===== config.mk =====
export PLATFORM = sky130hd
export DESIGN_NAME = pipe_stage_reg
export DESIGN_NICKNAME = d
export VERILOG_FILES = /design/src/rtl/pipe_pkg.sv /design/src/rtl/pipe_skid_buf.sv /design/src/rtl/pipe_stage_reg.sv
export SDC_FILE = /design/constraint.sdc
export NUM_CORES = 1
export LEC_CHECK = 0
export CAP_MARGIN = 30
export CELL_PAD_IN_SITES_DETAIL_PLACEMENT = 0
export CELL_PAD_IN_SITES_GLOBAL_PLACEMENT = 1
export CORE_MARGIN = 5
export CORE_UTILIZATION = 42
export DETAILED_ROUTE_END_ITERATION = 10
export DONT_BUFFER_PORTS = 1
export PLACE_DENSITY_LB_ADDON = 0.1
export SLEW_MARGIN = 20
export SYNTH_ARGS = -nofsm -noshare
export SYNTH_HDL_FRONTEND = slang
export SYNTH_SLANG_ARGS = --single-unit

===== constraint.sdc =====
create_clock -name clk -period 1.2 [get_ports clk]
set_input_delay 0.24 -clock clk [delete_from_list [all_inputs] [get_ports clk]]
set_output_delay 0.24 -clock clk [all_outputs]
set_load 0.02 [all_outputs]

===== src/rtl/pipe_pkg.sv =====
// Shared pipeline-stage types: per-stage payload structs, widths and the
// result_src encoding. Stages cast these structs onto pipe_stage_reg ports.
package pipe_pkg;

    typedef enum logic [1:0] {
        RES_ALU = 2'b00,
        RES_MEM = 2'b01,
        RES_PC4 = 2'b10
    } result_src_e;

    typedef struct packed {
        logic [31:0] alu_result;
        logic [31:0] write_data;
        logic [4:0]  reg_dest;
        logic [31:0] pc_plus4;
    } ex_mem_data_t;

    typedef struct packed {
        logic        reg_write;
        result_src_e result_src;
        logic        mem_write;
    } ex_mem_ctrl_t;

    typedef struct packed {
        logic [31:0] alu_result;
        logic [31:0] read_data;
        logic [4:0]  reg_dest;
        logic [31:0] pc_plus4;
    } mem_wb_data_t;

    typedef struct packed {
        logic        reg_write;
        result_src_e result_src;
    } mem_wb_ctrl_t;

    localparam int EX_MEM_DATA_W = $bits(ex_mem_data_t);
    localparam int EX_MEM_CTRL_W = $bits(ex_mem_ctrl_t);
    localparam int MEM_WB_DATA_W = $bits(mem_wb_data_t);
    localparam int MEM_WB_CTRL_W = $bits(mem_wb_ctrl_t);

    function automatic logic wb_writes_reg(input mem_wb_ctrl_t ctrl);
        return ctrl.reg_write;
    endfunction

endpackage


===== src/rtl/pipe_skid_buf.sv =====
// Skid entry for pipe_stage_reg: parks one word while the main entry is
// stalled and presents the oldest word (skid first) to the main entry.
module pipe_skid_buf
    import pipe_pkg::*;
#(
    parameter int DATA_W = MEM_WB_DATA_W,
    parameter int CTRL_W = MEM_WB_CTRL_W
) (
    input  logic              clk,
    input  logic              reset,
    input  logic              flush,
    input  logic              in_valid,
    input  logic [DATA_W-1:0] in_data,
    input  logic [CTRL_W-1:0] in_ctrl,
    output logic              in_ready,
    input  logic              main_free,
    output logic              src_valid,
    output logic [DATA_W-1:0] src_data,
    output logic [CTRL_W-1:0] src_ctrl
);

    logic              skid_valid_q, skid_valid_d;
    logic [DATA_W-1:0] skid_data_q, skid_data_d;
    logic [CTRL_W-1:0] skid_ctrl_q, skid_ctrl_d;
    logic              accept;

    // in_ready comes straight from a flop, so out_ready never reaches it
    assign in_ready  = ~skid_valid_q;
    assign accept    = in_valid & ~skid_valid_q;

    assign src_valid = skid_valid_q | accept;
    assign src_data  = skid_valid_q ? skid_data_q : in_data;
    assign src_ctrl  = skid_valid_q ? skid_ctrl_q : in_ctrl;

    always_comb begin
        skid_valid_d = skid_valid_q;
        skid_data_d  = skid_data_q;
        skid_ctrl_d  = skid_ctrl_q;
        if (flush) begin
            skid_valid_d = 1'b0;
        end else if (skid_valid_q && main_free) begin
            skid_valid_d = 1'b0;
        end else if (accept && !main_free) begin
            skid_valid_d = 1'b1;
            skid_data_d  = in_data;
            skid_ctrl_d  = in_ctrl;
        end
    end

    always_ff @(posedge clk) begin
        if (reset) begin
            skid_valid_q <= 1'b0;
            skid_data_q  <= '0;
            skid_ctrl_q  <= '0;
        end else begin
            skid_valid_q <= skid_valid_d;
            skid_data_q  <= skid_data_d;
            skid_ctrl_q  <= skid_ctrl_d;
        end
    end

endmodule


===== src/rtl/pipe_stage_reg.sv =====
// Reusable elastic pipeline stage register with flush and bubble control.
// Define PIPE_STAGE_SKID_EN for a two-entry skid version with registered in_ready.
module pipe_stage_reg
    import pipe_pkg::*;
#(
    parameter int              DATA_W      = MEM_WB_DATA_W,
    parameter int              CTRL_W      = MEM_WB_CTRL_W,
    parameter logic [CTRL_W-1:0] CTRL_BUBBLE = '0
) (
    input  logic              clk,
    input  logic              reset,
    input  logic              flush,
    input  logic              in_valid,
    output logic              in_ready,
    input  logic [DATA_W-1:0] in_data,
    input  logic [CTRL_W-1:0] in_ctrl,
    output logic              out_valid,
    input  logic              out_ready,
    output logic [DATA_W-1:0] out_data,
    output logic [CTRL_W-1:0] out_ctrl
);

    logic              valid_q, valid_d;
    logic [DATA_W-1:0] data_q, data_d;
    logic [CTRL_W-1:0] ctrl_q, ctrl_d;
    logic              main_free;
    logic              src_valid;
    logic [DATA_W-1:0] src_data;
    logic [CTRL_W-1:0] src_ctrl;

    assign main_free = ~valid_q | out_ready;

`ifdef PIPE_STAGE_SKID_EN
    pipe_skid_buf #(
        .DATA_W (DATA_W),
        .CTRL_W (CTRL_W)
    ) u_skid (
        .clk       (clk),
        .reset     (reset),
        .flush     (flush),
        .in_valid  (in_valid),
        .in_data   (in_data),
        .in_ctrl   (in_ctrl),
        .in_ready  (in_ready),
        .main_free (main_free),
        .src_valid (src_valid),
        .src_data  (src_data),
        .src_ctrl  (src_ctrl)
    );
`else
    assign in_ready  = main_free;
    assign src_valid = in_valid & main_free;
    assign src_data  = in_data;
    assign src_ctrl  = in_ctrl;
`endif

    // Load whenever the entry is free or leaving; otherwise a departing word empties it
    always_comb begin
        valid_d = valid_q;
        data_d  = data_q;
        ctrl_d  = ctrl_q;
        if (flush) begin
            valid_d = 1'b0;
        end else if (main_free && src_valid) begin
            valid_d = 1'b1;
            data_d  = src_data;
            ctrl_d  = src_ctrl;
        end else if (out_ready) begin
            valid_d = 1'b0;
        end
    end

    always_ff @(posedge clk) begin
        if (reset) begin
            valid_q <= 1'b0;
            data_q  <= '0;
            ctrl_q  <= CTRL_BUBBLE;
        end else begin
            valid_q <= valid_d;
            data_q  <= data_d;
            ctrl_q  <= ctrl_d;
        end
    end

    assign out_valid = valid_q;
    assign out_data  = data_q;
    assign out_ctrl  = valid_q ? ctrl_q : CTRL_BUBBLE;

endmodule


==> results of run 1 <==
==> power by group through the flow <==
stage,clock (uW),sequential (uW),combinational (uW)
5_1_grt,3450,4050,659
3_5_place_dp,0,4110,586
4_1_cts,3290,4030,602
2_1_floorplan,0,4050,565
3_3_place_gp,0,4110,566
6_report,3190,4020,596
==> cell usage after synthesis <==
cell type | count | share of area (%)
buf_8 | 6 | 1.9
buf_12 | 1 | 0.42
buf_6 | 1 | 0.24
nor2b_4 | 1 | 0.29
buf_4 | 4 | 0.63
mux2i_1 | 104 | 22
dfxtp_1 | 105 | 44
nor3_1 | 1 | 0.11
nor3b_2 | 1 | 0.26
inv_1 | 1 | 0.079
clkbuf_1 | 21 | 1.7
and2_1 | 3 | 0.40
nand2b_1 | 208 | 27
nor2_1 | 1 | 0.079
buf_2 | 2 | 0.21
==> worst paths after layout <==
check                  to  slack [ns]  depth (start not counted)
max reg2reg  out_data[46]        -0.1                          5
max          out_data[46]        -0.1                          5
min          out_data[98]        0.05                          2
min reg2reg     ctrl_q[1]        0.51                          2
==> logic make-up (layout without fill, tap and decap cells) <==
| logic type | Yosys count | count (layout) | synth area share, % |
|---|---|---|---|
| buffers and inverters | 36 | 38 | 5.15 |
| flip-flops | 105 | 105 | 44.3 |
| multiplexers | 104 | 104 | 22.0 |
| AND/OR/NAND/NOR | 215 | 215 | 28.6 |
==> flip-flops by register name, indices dropped and copies added (netlist names) <==
signal / flops
out_valid: 1
ctrl_q: 3
out_data: 101
==> worst max-delay path, cell delays in order (launching register included) <==
cell and delay, ns:
dfxtp_2 0.32, nor2b_4 0.13, nor3b_4 0.21, buf_6 0.18
buf_12 0.18, mux2i_1 0.20
==> final cells by class <==
| cell class | instances | share of cell area [%] |
|---|---|---|
| Clock inverter | 2 | 1.14 |
| Tap cell | 140 | 3.32 |
| Multi-Input combinational cell | 319 | 45.7 |
| Clock buffer | 14 | 5.01 |
| Inverter | 1 | 0.0712 |
| Timing Repair Buffer | 21 | 4.80 |
| Sequential cell | 105 | 39.9 |
==> metal layers <==
| layer | wire (um) | vias to the layer above |
|---|---|---|
| met2 | 5010 | 122 |
| met4 | 223 | 0 |
| met5 | 0 | - |
| li1 | - | 1458 |
| met3 | 1330 | 13 |
| met1 | 3740 | 1303 |
==> timing repair <==
| action | 4_1_cts | 5_1_grt |
|---|---|---|
| endpoints found under the hold margin | 1 | 0 |
| setup buffers | 1 | 2 |
| resized for setup | 9 | 2 |
| setup endpoints to repair | 105 | 107 |
| hold buffers | 2 | 0 |
==> metrics by stage <==
stage | util [%] | area, um^2 | worst slack [ns]
floorplan | - | 4740 | -0.0940
global placement | 44.6 | 4880 | -0.0704
detailed placement | 44.6 | 4880 | -0.121
CTS | 48.0 | 5250 | -0.112
global route | 48.2 | 5270 | -0.177
finish | 48.2 | 5270 | -0.0964
==> flow_summary.ini, run 1 <==
[grt]
grt_max_degree = 210
use_met3_pct = 7.98
busiest_layer = met2
grt_overflow = 0
use_met1_pct = 15.7
grt_pass1_vias = 3009
grtUsageTotal_pct = 15.0
antenna_found_initial = 0
global_route.usage.met2_pct = 24.7
grt_pass1_wl_mm = 15.7

[clock_tree]
cts_inserted_buffers = 9
insertion_delay_ns = 0.34
cts-root-buf = clkbuf_16
cts.htree.levels = 3
cts.sinks = 105
cts_buffer_depth = 2
clk_pin_slew_ns = 0.07
cts_tree = yes

[placed_design]
gp_congestion = 0.692
placedCellCount = 581
dp_hpwl_mm = 7.47
numPortBuffers = 0

[pwr]
intPower_uw = 5990
combPwrFrac_pct = 7.6
leakagePower_uw = 0.00196
pwr-share-seq_pct = 51.5
p_per_area_nw_per_um2 = 1480
switching_power_uw = 1810
swShare_pct = 23.3
peakVddDrop_mv = 0.591
p_clk_share_pct = 40.8
finalPower_uw = 7800

[setup_path]
r2r-start = out_valid
critPathLaunchType = register
worst_ep_required_time_ns = 1.47
path_max_fanout = 17
endpoint_kind = register
arrival_ns = 1.56
path_class = register to register
crit_path_start = out_valid

[synthesis]
synth_warnings = 0
yosys_register_bits = 105
syn_area_per_cell_um2 = 10.3
yosysSeqAreaShare_pct = 44.3
syn_nets = 569
synth.cell_area_um2 = 4740
synth_cell_types = 15
synth_cells = 460

[routing]
drc = 0
drt-total-wl_mm = 10.3
first_pass_iters = 3
via_per_inst = 4.81
route.vias.total = 2896
drt_iter0_markers = 117
final_antenna_net_count = 0
wire_per_inst_um = 17.1

[floorplanning]
die_h_um = 116
die_w_um = 116
num_rows = 38
start_util_pct = 43.4
io_pins = 215
die-area_um2 = 13500
placeableCoreArea_um2 = 10900

[sta]
hold_violations = 0
post-route-min-period_ns = 1.30
finalSetupViolCount = 108
post-route-period-util_pct = 108
fmax_mhz = 771
tns_ns = -6.29
rsz0062_at_grt = yes
slew_violations = 0
fin_skew_ns = 0.00522
holdWs_ns = 0.0482
slew_headroom_pct = 80.0
worst_slew_pin_slew_ns = 0.299
fin_ws_ns = -0.0964

[cells_and_area]
regArea_um2 = 2100
final_cell_mix = nand2b_1 (208), mux2i_1 (104), dfxtp_1 (104), clkbuf_16 (9), buf_4 (9)
syn2layout_area_growth_pct = 11.1
layout_commonest_cell = nand2b_1
antenna_cells = 0
multi_input_area_um2 = 2410
nNetsFinal = 566
fillerInstances = 1046
drive_gt1_share_pct = 8.44
layout.cells.non_filler = 602

[run_status]
violations = negative setup slack
status = finished, violations left

[min_path]
hold_path.class = input pin to register
holdCritStartpoint = in_data[98]

[flow_run]
max_cap_viol_count = 0
Note: power is estimated with default switching activity, not from simulation.
==> inputs of run 2 (changes only) <==
--- a/config.mk
+++ b/config.mk
@@ -13,6 +13,7 @@
 export DETAILED_ROUTE_END_ITERATION = 10
 export DONT_BUFFER_PORTS = 1
 export PLACE_DENSITY_LB_ADDON = 0.1
+export REMOVE_ABC_BUFFERS = 1
 export SLEW_MARGIN = 20
 export SYNTH_ARGS = -nofsm -noshare
 export SYNTH_HDL_FRONTEND = slang
==> flow_summary.ini, run 2 (synthesis results as in run 1) <==
[run_status]
status = finished, violations left
violations = negative setup slack

[sta]
fmax_mhz = 761
fin_skew_ns = 0.00258
slew_headroom_pct = 80.8
post-route-min-period_ns = 1.31
tns_ns = -7.10
slew_violations = 0
post-route-period-util_pct = 110
hold_violations = 0
worst_slew_pin_slew_ns = 0.288
rsz0062_at_grt = yes
holdWs_ns = 0.0456
finalSetupViolCount = 108
fin_ws_ns = -0.114

[cells_and_area]
nNetsFinal = 562
layout.cells.non_filler = 598
final_cell_mix = nand2b_1 (208), mux2i_1 (104), dfxtp_1 (104), clkbuf_16 (11), buf_12 (6)
layout_commonest_cell = nand2b_1
final_area_um2 = 5250
syn2layout_area_growth_pct = 10.6
largest_reg_flops = 101
antenna_cells = 0
drive_gt1_share_pct = 7.86

[pwr]
intPower_uw = 5560
p_clk_share_pct = 37.2
peakVddDrop_mv = 1.10
switching_power_uw = 1810
combPwrFrac_pct = 8.3
pwr-share-seq_pct = 54.5
leakagePower_uw = 0.00194
swShare_pct = 24.5
p_per_area_nw_per_um2 = 1400

[grt]
grt_pass1_wl_mm = 15.7
grtUsageTotal_pct = 15.1
grt_max_degree = 210
grt_overflow = 0
grt_pass1_vias = 2934
antenna_found_initial = 0

[setup_path]
arrival_ns = 1.58
reg2reg_to = out_data[17]
path_class = register to register
path_max_fanout = 10
critPathLaunchType = register
worst_ep_required_time_ns = 1.47
endpoint_kind = register
reg2reg_slack_ns = -0.11
r2r_cells = 5
r2r-start = out_valid

[clock_tree]
cts-root-buf = clkbuf_16
post_cts_buffers = 0
clk_pin_slew_ns = 0.07
cts.htree.levels = 3
cts_buffer_depth = 2
cts.sinks = 105
cts_inserted_buffers = 9
insertion_delay_ns = 0.34
cts_tree = yes

[routing]
drc = 0
drt-total-wl_mm = 10.5
first_pass_iters = 4
via_per_inst = 4.85
route.vias.total = 2899
final_antenna_net_count = 0
drt_iter0_markers = 142
wire_per_inst_um = 17.5

[floorplanning]
placeableCoreArea_um2 = 10900
num_rows = 38
io_pins = 215
start_util_pct = 43.4
die_h_um = 116
die_w_um = 116
die-area_um2 = 13500

[min_path]
whs_endpoint = out_data[94]
min_path_cells = 2
hold_path.class = input pin to register
holdCritStartpoint = in_data[94]

[placed_design]
post_dp_cell_area_um2 = 4850
placedCellCount = 577
gp_congestion = 0.679
dp_hpwl_mm = 7.26
numPortBuffers = 0

[flow_run]
max_cap_viol_count = 0
-- run 2: cell count changes in the layout (fill, tap and decap cells not counted), sizes merged --
cell / previous run / this run
clkbuf: 14 / 15
buf: 19 / 13
clkinv: 0 / 3
bufinv: 2 / 0
-- run 2: critical path: stages (launching register included) --
cell and delay [ns]:
dfxtp_2 0.32, nor2b_4 0.13, nor3b_4 0.21, buf_6 0.22, buf_12 0.17, mux2i_1 0.20
-- run 2: layer usage --
layer	vias up	part of all wire, %	track usage, %
met5	-	0	0
met4	0	1.2	5.57
met3	14	14	9.53
met2	131	45	23.5
met1	1299	40	16.8
li1	1455	-	-
-- run 2: cell type report --
class,count,area (um^2)
well taps,140,175
inverters,1,3.75
flip-flops and latches,105,2100
fillers,1018,5690
clock buffers,13,260
repair buffers,17,278
clock inverters,3,15.0
multi-input cells,319,2410
-- run 2: power by group through the flow --
stage | Sequential, uW | Combinational [uW] | Clock [uW]
after floorplan | 4050 | 535 | 0
after global placement | 4100 | 558 | 0
after detailed placement | 4100 | 581 | 0
after CTS | 4020 | 608 | 2870
after global routing | 4040 | 679 | 2990
final | 4020 | 614 | 2740
-- run 2: worst max path at each step --
stage	startpoint	end	slack, ns	cells past startpoint
finish	out_valid	out_data[17]	-0.11	5
global route	out_valid	out_data[42]	-0.20	5
CTS	out_valid	out_ctrl[1]	-0.11	2
detailed placement	out_valid	out_data[17]	-0.11	5
global placement	out_valid	out_data[85]	-0.05	5
floorplan	out_valid	ctrl_q[0]	-5.63	3
-- run 2: timing repair --
action,in CTS,in global routing
hold buffers,2,0
pin swaps,0,0
hold endpoints to repair,1,0
endpoints found under the setup margin,108,108
resized for setup,12,1
gates cloned,1,2
-- run 2: per-stage QoR --
stage                     power [uW]  util [%]  setup WS (ns)
final                           7370      48.0         -0.114
after floorplan                 4590         -          -5.63
after global placement          4660      44.3        -0.0537
after detailed placement        4680      44.3         -0.112
after CTS                       7500      47.5         -0.114
after global routing            7710      48.0         -0.200
